[config.mk]
export PLATFORM = sky130hd
export DESIGN_NAME = mem_access_unit
export DESIGN_NICKNAME = d
export VERILOG_FILES = /design/src/rtl/mem_access_pkg.sv /design/src/rtl/mem_access_unit_load_extend.sv /design/src/rtl/mem_access_unit.sv
export SDC_FILE = /design/constraint.sdc
export NUM_CORES = 1
export LEC_CHECK = 0
export CORE_ASPECT_RATIO = 0.7
export CORE_MARGIN = 4
export CORE_UTILIZATION = 41
export CTS_CLUSTER_DIAMETER = 200
export CTS_CLUSTER_SIZE = 40
export DETAILED_ROUTE_END_ITERATION = 8
export PLACE_DENSITY = 0.79
export SLEW_MARGIN = 20
export SYNTH_ARGS = -nofsm -noshare
export SYNTH_HDL_FRONTEND = slang
export SYNTH_SLANG_ARGS = --single-unit
[constraint.sdc]
create_clock -name Clk -period 1.9 [get_ports Clk]
set_input_delay 0.475 -clock Clk [delete_from_list [all_inputs] [get_ports Clk]]
set_output_delay 0.475 -clock Clk [all_outputs]
set_load 0.01 [all_outputs]
[src/rtl/mem_access_pkg.sv]
// Shared constants and types for the load/store front-end (mem_access_unit).
package mem_access_pkg;

  localparam logic [2:0] F3_B  = 3'd0;
  localparam logic [2:0] F3_H  = 3'd1;
  localparam logic [2:0] F3_W  = 3'd2;
  localparam logic [2:0] F3_BU = 3'd4;
  localparam logic [2:0] F3_HU = 3'd5;

  // Wide enough to hold RD_LAT-1 for the legal read latencies 1..4.
  localparam int CNT_W = 3;

  typedef enum logic [1:0] {
    IDLE,
    RD_WAIT,
    WRITE,
    RESP
  } state_e;

endpackage

[src/rtl/mem_access_unit_load_extend.sv]
// Load result formatter: picks byte/half/word from the low lanes and sign- or zero-extends.
module load_extend
  import mem_access_pkg::*;
(
  input  logic [2:0]  funct3_i,
  input  logic [31:0] word_i,
  output logic [31:0] result_o
);

  always_comb begin
    result_o = word_i;
    case (funct3_i)
      F3_B:    result_o = {{24{word_i[7]}}, word_i[7:0]};
      F3_BU:   result_o = {24'd0, word_i[7:0]};
      F3_H:    result_o = {{16{word_i[15]}}, word_i[15:0]};
      F3_HU:   result_o = {16'd0, word_i[15:0]};
      default: result_o = word_i;
    endcase
  end

endmodule

[src/rtl/mem_access_unit.sv]
// RISC-V load/store front-end for a word-write data memory; SB/SH done as read-modify-write.
// Build option MEM_MISALIGN_TRAP_EN: misaligned LH/LHU/SH/LW/SW respond with resp_err instead of executing.
module mem_access_unit
  import mem_access_pkg::*;
#(
  parameter int RD_LAT = 1,
  parameter int AW     = 32
) (
  input  logic          Clk,
  input  logic          Reset_n,
  input  logic          req_valid,
  output logic          req_ready,
  input  logic          req_we,
  input  logic [2:0]    req_funct3,
  input  logic [AW-1:0] req_addr,
  input  logic [31:0]   req_wdata,
  output logic          resp_valid,
  output logic [31:0]   resp_rdata,
  output logic          resp_err,
  output logic [AW-1:0] mem_raddress,
  output logic [AW-1:0] mem_waddress,
  output logic [31:0]   mem_datain,
  output logic          mem_wr,
  input  logic [31:0]   mem_dataout
);

  state_e           state_q, state_d;
  logic [CNT_W-1:0] cnt_q, cnt_d;
  logic [31:8]      rdata_q, rdata_d;
  logic [31:0]      resp_rdata_q, resp_rdata_d;
  logic [AW-1:0]    addr_q;
  logic             we_q;
  logic [2:0]       f3_q;
  logic [31:0]      wdata_q;
  logic             err_q;

  logic             accept;
  logic             illegal;
  logic             misalign;
  logic             req_err;
  logic [31:0]      ext_word;
  logic [31:0]      merged;

  assign accept = req_valid && (state_q == IDLE);

  always_comb begin
    illegal = 1'b0;
    if (req_we) begin
      illegal = (req_funct3 > F3_W);
    end else begin
      case (req_funct3)
        F3_B, F3_H, F3_W, F3_BU, F3_HU: illegal = 1'b0;
        default:                        illegal = 1'b1;
      endcase
    end
  end

`ifdef MEM_MISALIGN_TRAP_EN
  always_comb begin
    misalign = 1'b0;
    case (req_funct3[1:0])
      2'd1:    misalign = req_addr[0];
      2'd2:    misalign = (req_addr[1:0] != 2'd0);
      default: misalign = 1'b0;
    endcase
  end
`else
  assign misalign = 1'b0;
`endif

  assign req_err = illegal || misalign;

  // Fed from the live read data so the registered response is ready on entry to RESP.
  load_extend u_load_extend (
    .funct3_i (f3_q),
    .word_i   (mem_dataout),
    .result_o (ext_word)
  );

  // NOTE: every always_comb output gets a default first so no path leaves it unassigned (no latch).
  always_comb begin
    state_d      = state_q;
    cnt_d        = cnt_q;
    rdata_d      = rdata_q;
    resp_rdata_d = resp_rdata_q;
    case (state_q)
      IDLE: begin
        if (req_valid) begin
          if (req_err) begin
            state_d      = RESP;
            resp_rdata_d = '0;
          end else if (req_we && (req_funct3 == F3_W)) begin
            state_d = WRITE;
          end else begin
            state_d = RD_WAIT;
            cnt_d   = CNT_W'(RD_LAT - 1);
          end
        end
      end
      RD_WAIT: begin
        if (cnt_q == '0) begin
          rdata_d = mem_dataout[31:8];
          if (we_q) begin
            state_d = WRITE;
          end else begin
            state_d      = RESP;
            resp_rdata_d = ext_word;
          end
        end else begin
          cnt_d = cnt_q - 1'b1;
        end
      end
      WRITE: begin
        state_d      = RESP;
        resp_rdata_d = '0;
      end
      RESP:    state_d = IDLE;
      default: state_d = IDLE;
    endcase
  end

  // NOTE: sequential state uses non-blocking assignments so all registers update together at the edge.
  always_ff @(posedge Clk or negedge Reset_n) begin
    if (!Reset_n) begin
      state_q      <= IDLE;
      cnt_q        <= '0;
      rdata_q      <= '0;
      resp_rdata_q <= '0;
      addr_q       <= '0;
      we_q         <= 1'b0;
      f3_q         <= 3'd0;
      wdata_q      <= '0;
      err_q        <= 1'b0;
    end else begin
      state_q      <= state_d;
      cnt_q        <= cnt_d;
      rdata_q      <= rdata_d;
      resp_rdata_q <= resp_rdata_d;
      if (accept) begin
        addr_q  <= req_addr;
        we_q    <= req_we;
        f3_q    <= req_funct3;
        wdata_q <= req_wdata;
        err_q   <= req_err;
      end
    end
  end

  always_comb begin
    merged = wdata_q;
    case (f3_q[1:0])
      2'd0:    merged = {rdata_q[31:8], wdata_q[7:0]};
      2'd1:    merged = {rdata_q[31:16], wdata_q[15:0]};
      default: merged = wdata_q;
    endcase
  end

  assign req_ready    = (state_q == IDLE);
  assign resp_valid   = (state_q == RESP);
  assign resp_err     = resp_valid && err_q;
  assign resp_rdata   = resp_rdata_q;
  assign mem_raddress = (state_q == IDLE) ? req_addr : addr_q;
  // Write strobe and write bus decode straight from state so reset kills them immediately.
  assign mem_wr       = (state_q == WRITE);
  assign mem_waddress = mem_wr ? addr_q : '0;
  assign mem_datain   = mem_wr ? merged : '0;

endmodule

==> results of run 1 <==
==> power by group through the flow <==
stage	clock [mW]	sequential (mW)	combinational, mW
after floorplan	0	4.72	5.25
after global placement	0	4.78	9.40
after detailed placement	0	4.88	9.68
after CTS	3.42	4.89	11.5
after global routing	3.56	5.08	13.1
final	3.38	4.94	12.3
==> stage by stage <==
| step | area, µm² | hold WS, ns | utilization | TNS [ns] | setup slack (ns) |
|---|---|---|---|---|---|
| CTS | 10500 | 0.124 | 0.681 | -31.61 | -0.475 |
| global route | 10900 | 0.126 | 0.706 | -42.74 | -0.467 |
| finish | 10900 | 0.0984 | 0.706 | -35.17 | -0.412 |
| floorplan | 6470 | 0.179 | - | 0 | 0.00961 |
| global placement | 9430 | 0.461 | 0.610 | -29.17 | -0.335 |
| detailed placement | 9430 | 0.471 | 0.610 | -33.90 | -0.360 |
==> routing by layer <==
layer | track usage | up-vias | wire length, µm | part of all wire
li1 | - | 2451 | - | -
met1 | 0.287 | 2638 | 8830 | 0.42
met2 | 0.373 | 186 | 10100 | 0.49
met3 | 0.0768 | 26 | 1570 | 0.075
met4 | 0.0527 | 0 | 323 | 0.016
met5 | 0 | - | 0 | 0
==> state kept, by name (all words and copies together) (netlist names) <==
name	count
addr_q	32
resp_rdata	32
wdata_q	32
rdata_q	24
cnt_q	3
f3_q	3
state_q	2
err_q	1
we_q	1
==> timing repair <==
item                       in CTS  in global routing
cloned                          6                  5
buffers inserted               21                 13
pin swaps                       2                  5
gates resized for setup       542                 89
setup endpoints to repair     125                181
==> logic make-up (layout without fill, tap and decap cells) <==
kind of cell,Yosys count,in the layout,synth area share
multiplexers,152,152,0.269
flip-flops,130,130,0.504
AND/OR/NAND/NOR,123,123,0.101
AO/OA/AOI/OAI,69,69,0.0759
buffers and inverters,58,373,0.0384
adder cells (fa/ha/maj),6,6,0.0116
==> worst min-delay path by stage <==
stage	from	end	slack [ns]
final	Reset_n	wdata_q[2]	0.1
after global routing	Reset_n	wdata_q[3]	0.13
after CTS	Reset_n	wdata_q[0]	0.12
after detailed placement	err_q	err_q	0.47
after global placement	rdata_q[26]	rdata_q[26]	0.46
after floorplan	Reset_n	addr_q[0]	0.18
==> layout by cell type, fill, tap and decap left out, types with 3 or more instances in the layout <==
master / n
buf_4: 46
bufinv_16: 3
nand2_1: 44
clkbuf_16: 22
and2_4: 29
nor2b_1: 4
buf_12: 16
a21boi_0: 8
nand2b_1: 3
nor2b_4: 14
mux2_2: 83
a21oi_1: 17
buf_8: 3
nand4_1: 9
clkdlybuf4s50_1: 133
mux2i_1: 19
nor2_1: 4
ha_4: 4
a21bo_2: 8
o21ai_0: 18
mux2_4: 50
and2_1: 12
buf_16: 3
inv_1: 21
inv_6: 6
dfrtp_1: 130
buf_6: 85
a21boi_2: 8
buf_2: 27
==> cell type report <==
cell class                 count  share of cell area
timing repair buffer         318               0.306
sequential                   130               0.298
inverter                      23             0.00791
tap                          200              0.0229
clock buffer                  19              0.0397
multi-input combinational    350               0.309
clock inverter                13              0.0158
==> reports/results.txt, run 1 <==
Clock root cell: clkbuf_16
Slowest stage delay, CP: 0.39 ns
Mapped Avg Cell Area: 12.0 µm²
Hold Path Class: primary input to asynchronous set/reset pin
Synthesized cell area: 6450 µm²
IO Count: 235
Setup Skew: 0.00677 ns
R2r startpoint: state_q[1]
Slew Limit Fails: 0
Synthesis-stage register bit count: 130
Reg clk slew, reported paths: 0.06 ns
CP Class: flop to output port
Placed cells: 988
Internal power: 13.5 mW
Synth top area cells: dfrtp_1 50%, mux2_2 19%, and2_1 4.0%
Failing checks: setup timing
Fin cells: 1053
Initial antenna violation count: 0
CTS Buf Count: 17
Outcome: complete, but fails checks
Max_slew headroom: 0.649
Avg WL per Cell: 19.8 µm
Crit start category: flop
Top post-synthesis cells by count: 130 x dfrtp_1, 111 x mux2_2, 45 x nand2_1
Sw Pwr: 7.14 mW
Buf+Inv Stages, Crit Path: 4
First-pass DRT Iterations: 6
PwrDens: 1890 nW/µm²
Detailed Place HPWL: 13.4 mm
Clk pwr share: 0.164
Worst path most repeated cell: buf_6
Total power: 20.6 mW
Clock Latency Late Sink: 0.41 ns
Post-synthesis cell type count: 33
Cell Chain, Critical Path: inv_2, ha_4, buf_6, buf_16, mux2_4, buf_6
Core area: 15500 µm²
Cells on worst reg2reg path: 11
Nets: 949
Syn-to-layout area delta: 69.2%
CTS tree: yes
CP max FO: 6
Slowest cell on the critical path: dfrtp_1
Final setup violating endpoints: 122
Setup crit end kind: output port
Routability Congestion: 0.799
Critical Path AT: 1.84 ns
YS warnings: 0
Worst-margin pin slew: 0.527 ns
Fin crit share: 1.22
Fill cell count: 1063
CTS max path bufs: 2
WP data required: 1.42 ns
Final WS setup: -0.412 ns
Synth Net Count: 647
Tmin final: 2.31 ns
Post-Syn Instances: 538
Crit path from: state_q[0]
Die Wd: 158 µm
Maximum VDD drop: 1.12 mV
Drt total wl: 20.8 mm
Final ANT Viol Nets: 0
Worst path depth: 6
Top-count cell post-synth: dfrtp_1
Die Y-Extent: 113 µm
DR vias: 5301
1st-iter DRT viols: 195
Fmax: 433 MHz
Post-synth EDFFs: 0
RSZ-0062 raised after global routing: true
Pin count of the biggest net entering global routing: 97
H-Tree Level Count: 4
R2R setup slack: -0.24 ns
# clock sinks: 130
Total GRT Usage: 0.225
Family with the most delay on the worst path: buffers and inverters
Hold buffer count at CTS: 0
Synth async-reset ratio: 1.00
Area share of the largest cell type after synthesis: 0.504
Flop pwr share: 0.240
Sw frac: 0.346
Crit path capture: mem_raddress[23]
Register area share after synthesis: 0.504
Num rows: 38
DRC errors left: 0
Combinational Power Share: 0.596
Max-Cap Viols: 0
Post-synth top area cell: dfrtp_1
IO buf count: 234
Share of cells above drive strength 1: 0.494
Register area: 3250 µm²
Worst r2r dst: resp_rdata[31]
Die area: 17800 µm²
# diodes: 0
Main flop type after synthesis: dfrtp_1
P_leak: 5.11 nW
Vias in the first global route: 5894
Total congestion overflow: 0
Final hold vios: 0
First-pass GRT wire length: 31.5 mm
DR vias/cell: 5.03
Multi-input gate area: 3370 µm²
Initial Utilization: 0.417
Power figures use the tool's default switching activity.
==> inputs of run 2 (changes only) <==
Settings changed: REMOVE_ABC_BUFFERS from default to 1.
==> reports/results.txt, run 2 (synthesized netlist as in run 1, its figures left out) <==
Core area: 15500 µm² (unchanged)
IO Count: 235 (unchanged)
Max-Cap Viols: 0 (unchanged)
Sw frac: 0.347 (+0.00104)
Sw Pwr: 7.48 mW (+4.8%)
Routability Congestion: 0.824 (+3.2%)
Cells on worst reg2reg path: 12 (+1)
Cell Chain, Critical Path: inv_2, ha_4, buf_12, buf_8, buf_16, mux2_4, buf_6
Num rows: 38 (unchanged)
Clock root cell: clkbuf_16
Hold path endpoint: rdata_q[24]
Post-DP Area: 9490 µm² (+0.57%)
Die Y-Extent: 113 µm (unchanged)
Hold Path Class: flop to flop
Total congestion overflow: 0 (unchanged)
Avg WL per Cell: 20.9 µm (+5.8%)
Setup crit end kind: output port
R2R setup slack: -0.30 ns (-0.06 ns)
1st-iter DRT viols: 408 (+110%)
Most frequent cells in the layout: 133 x clkdlybuf4s50_1, 129 x dfrtp_1, 101 x mux2_4, 71 x buf_6, 59 x buf_4
Final hold vios: 0 (unchanged)
Hold depth: 2
Initial Utilization: 0.417 (unchanged)
Nets: 978 (+3.1%)
Crit start category: flop
Final WS setup: -0.438 ns (-0.0265 ns)
Fmax: 428 MHz (-1.1%)
Final setup violating endpoints: 145 (+19%)
RSZ-0062 raised after global routing: true
Flop pwr share: 0.230 (-0.010)
Slowest stage delay, CP: 0.40 ns (about the same)
Worst r2r dst: resp_rdata[22]
Maximum VDD drop: 0.903 mV (-20%)
CP Class: flop to output port
First-pass DRT Iterations: 4 (-2)
CTS Buf Count: 17 (unchanged)
Final ANT Viol Nets: 0 (unchanged)
Tmin final: 2.34 ns (+0.0265 ns)
DRC errors left: 0 (unchanged)
Worst min-delay path startpoint: rdata_q[24]
Commonest non-fill, non-tap cell in the layout: clkdlybuf4s50_1
R2r startpoint: state_q[0]
Clk pwr share: 0.150 (-0.014)
Initial antenna violation count: 0 (unchanged)
Failing checks: setup timing
Fin crit share: 1.23 (+0.0139)
Total GRT Usage: 0.234 (+0.00875)
Pin count of the biggest net entering global routing: 42 (-57%)
CTS tree: yes
H-Tree Level Count: 4 (unchanged)
Critical Path AT: 1.86 ns (+0.02 ns)
Slowest cell on the critical path: dfrtp_1
Detailed Place HPWL: 13.4 mm (+0.10%)
# diodes: 0 (unchanged)
Die area: 17800 µm² (unchanged)
Worst-margin pin slew: 0.389 ns (-0.138 ns)
IO buf count: 234 (unchanged)
PwrDens: 1900 nW/µm² (+0.61%)
Internal power: 14.1 mW (+4.3%)
WP data required: 1.42 ns (about the same)
CP max FO: 5 (-1)
CTS max path bufs: 2 (unchanged)
Drt total wl: 22.6 mm (+8.7%)
Share of cells above drive strength 1: 0.494 (+0.000779)
Reg clk slew, reported paths: 0.06 ns (about the same)
P_leak: 5.50 nW (+7.8%)
DR vias: 5549 (+4.7%)
DR vias/cell: 5.13 (+1.9%)
Setup Skew: 0.00769 ns (+0.000922 ns)
Fin area: 11300 µm² (+3.8%)
Clock Latency Late Sink: 0.41 ns (about the same)
Syn-to-layout area delta: 75.6%
Max_slew headroom: 0.741 (+0.0921)
# clock sinks: 130 (unchanged)
Outcome: complete, but fails checks
Slew Limit Fails: 0 (unchanged)
Combinational Power Share: 0.620 (+0.024)
First-pass GRT wire length: 32.4 mm (+2.9%)
Die Wd: 158 µm (unchanged)
Total power: 21.5 mW (+4.5%)
Vias in the first global route: 5948 (+0.92%)
run 2: cell types whose count changed in the layout (fill, tap and decap cells not counted), moves of 3 or more:
cell	change
buf_6	-14
nor2b_4	-6
inv_6	-5
and2_1	+18
buf_4	+13
nor2b_1	+3
buf_2	+16
mux2_2	-51
and2_4	-18
buf_12	+3
mux2_4	+51
nor2b_2	+3
buf_8	+4
run 2: cell type report:
type	count	area, µm²
fill	988	4130
timing repair buffer	346	3620
multi-input combinational	351	3540
sequential	130	3250
clock buffer	20	447
tap	200	250
clock inverter	12	134
inverter	23	86.3
run 2: stage by stage:
stage,std cells,setup TNS (ns),utilization,setup WS [ns],hold slack (ns)
after floorplan,503,-229.63,-,-2.14,0.179
after global placement,998,-41.18,0.614,-0.391,0.419
after CTS,1075,-47.99,0.700,-0.431,0.483
after detailed placement,998,-47.41,0.614,-0.448,0.420
final,1082,-37.65,0.733,-0.438,0.479
after global routing,1082,-45.23,0.733,-0.485,0.501
run 2: worst max-delay path: cells and delay by family (launching register included):
family	cells	cell delay (ns)
buffers and inverters	5	0.59
flip-flops	1	0.40
adder cells (fa/ha/maj)	1	0.15
multiplexers	1	0.32
run 2: worst max-delay path by stage:
stage,startpoint,to,slack (ns),cells past startpoint
CTS,state_q[1],mem_raddress[27],-0.43,7
finish,state_q[0],mem_raddress[2],-0.44,7
floorplan,state_q[0],addr_q[0],-2.14,4
global placement,state_q[0],mem_datain[27],-0.39,5
detailed placement,state_q[0],mem_datain[25],-0.45,5
global route,state_q[0],mem_waddress[10],-0.49,7
run 2: per-layer routing:
layer  wire length [µm]  GRT usage  vias up
met3               1620     0.0501       39
met5                  0          0        -
li1                   -          -     2528
met1               9490      0.308     2760
met4                535     0.0716        0
met2              11000      0.389      222
run 2: power by group through the flow:
stage                     Combinational (mW)  Clock (mW)  Sequential, mW
after floorplan                         4.88           0            4.82
after global placement                  9.25           0            4.79
after detailed placement                9.53           0            4.87
after CTS                               12.2        3.25            4.86
after global routing                    14.1        3.40            5.10
final                                   13.4        3.22            4.96
run 2: repair_timing:
| item | 4_1_cts | 5_1_grt |
|---|---|---|
| pin swaps | 12 | 2 |
| buffers inserted | 33 | 5 |
| hold buffers | 1 | 0 |
| gates resized for setup | 554 | 104 |
| hold endpoints to repair | 21 | 0 |
| cloned | 12 | 8 |
| setup endpoints to repair | 142 | 206 |
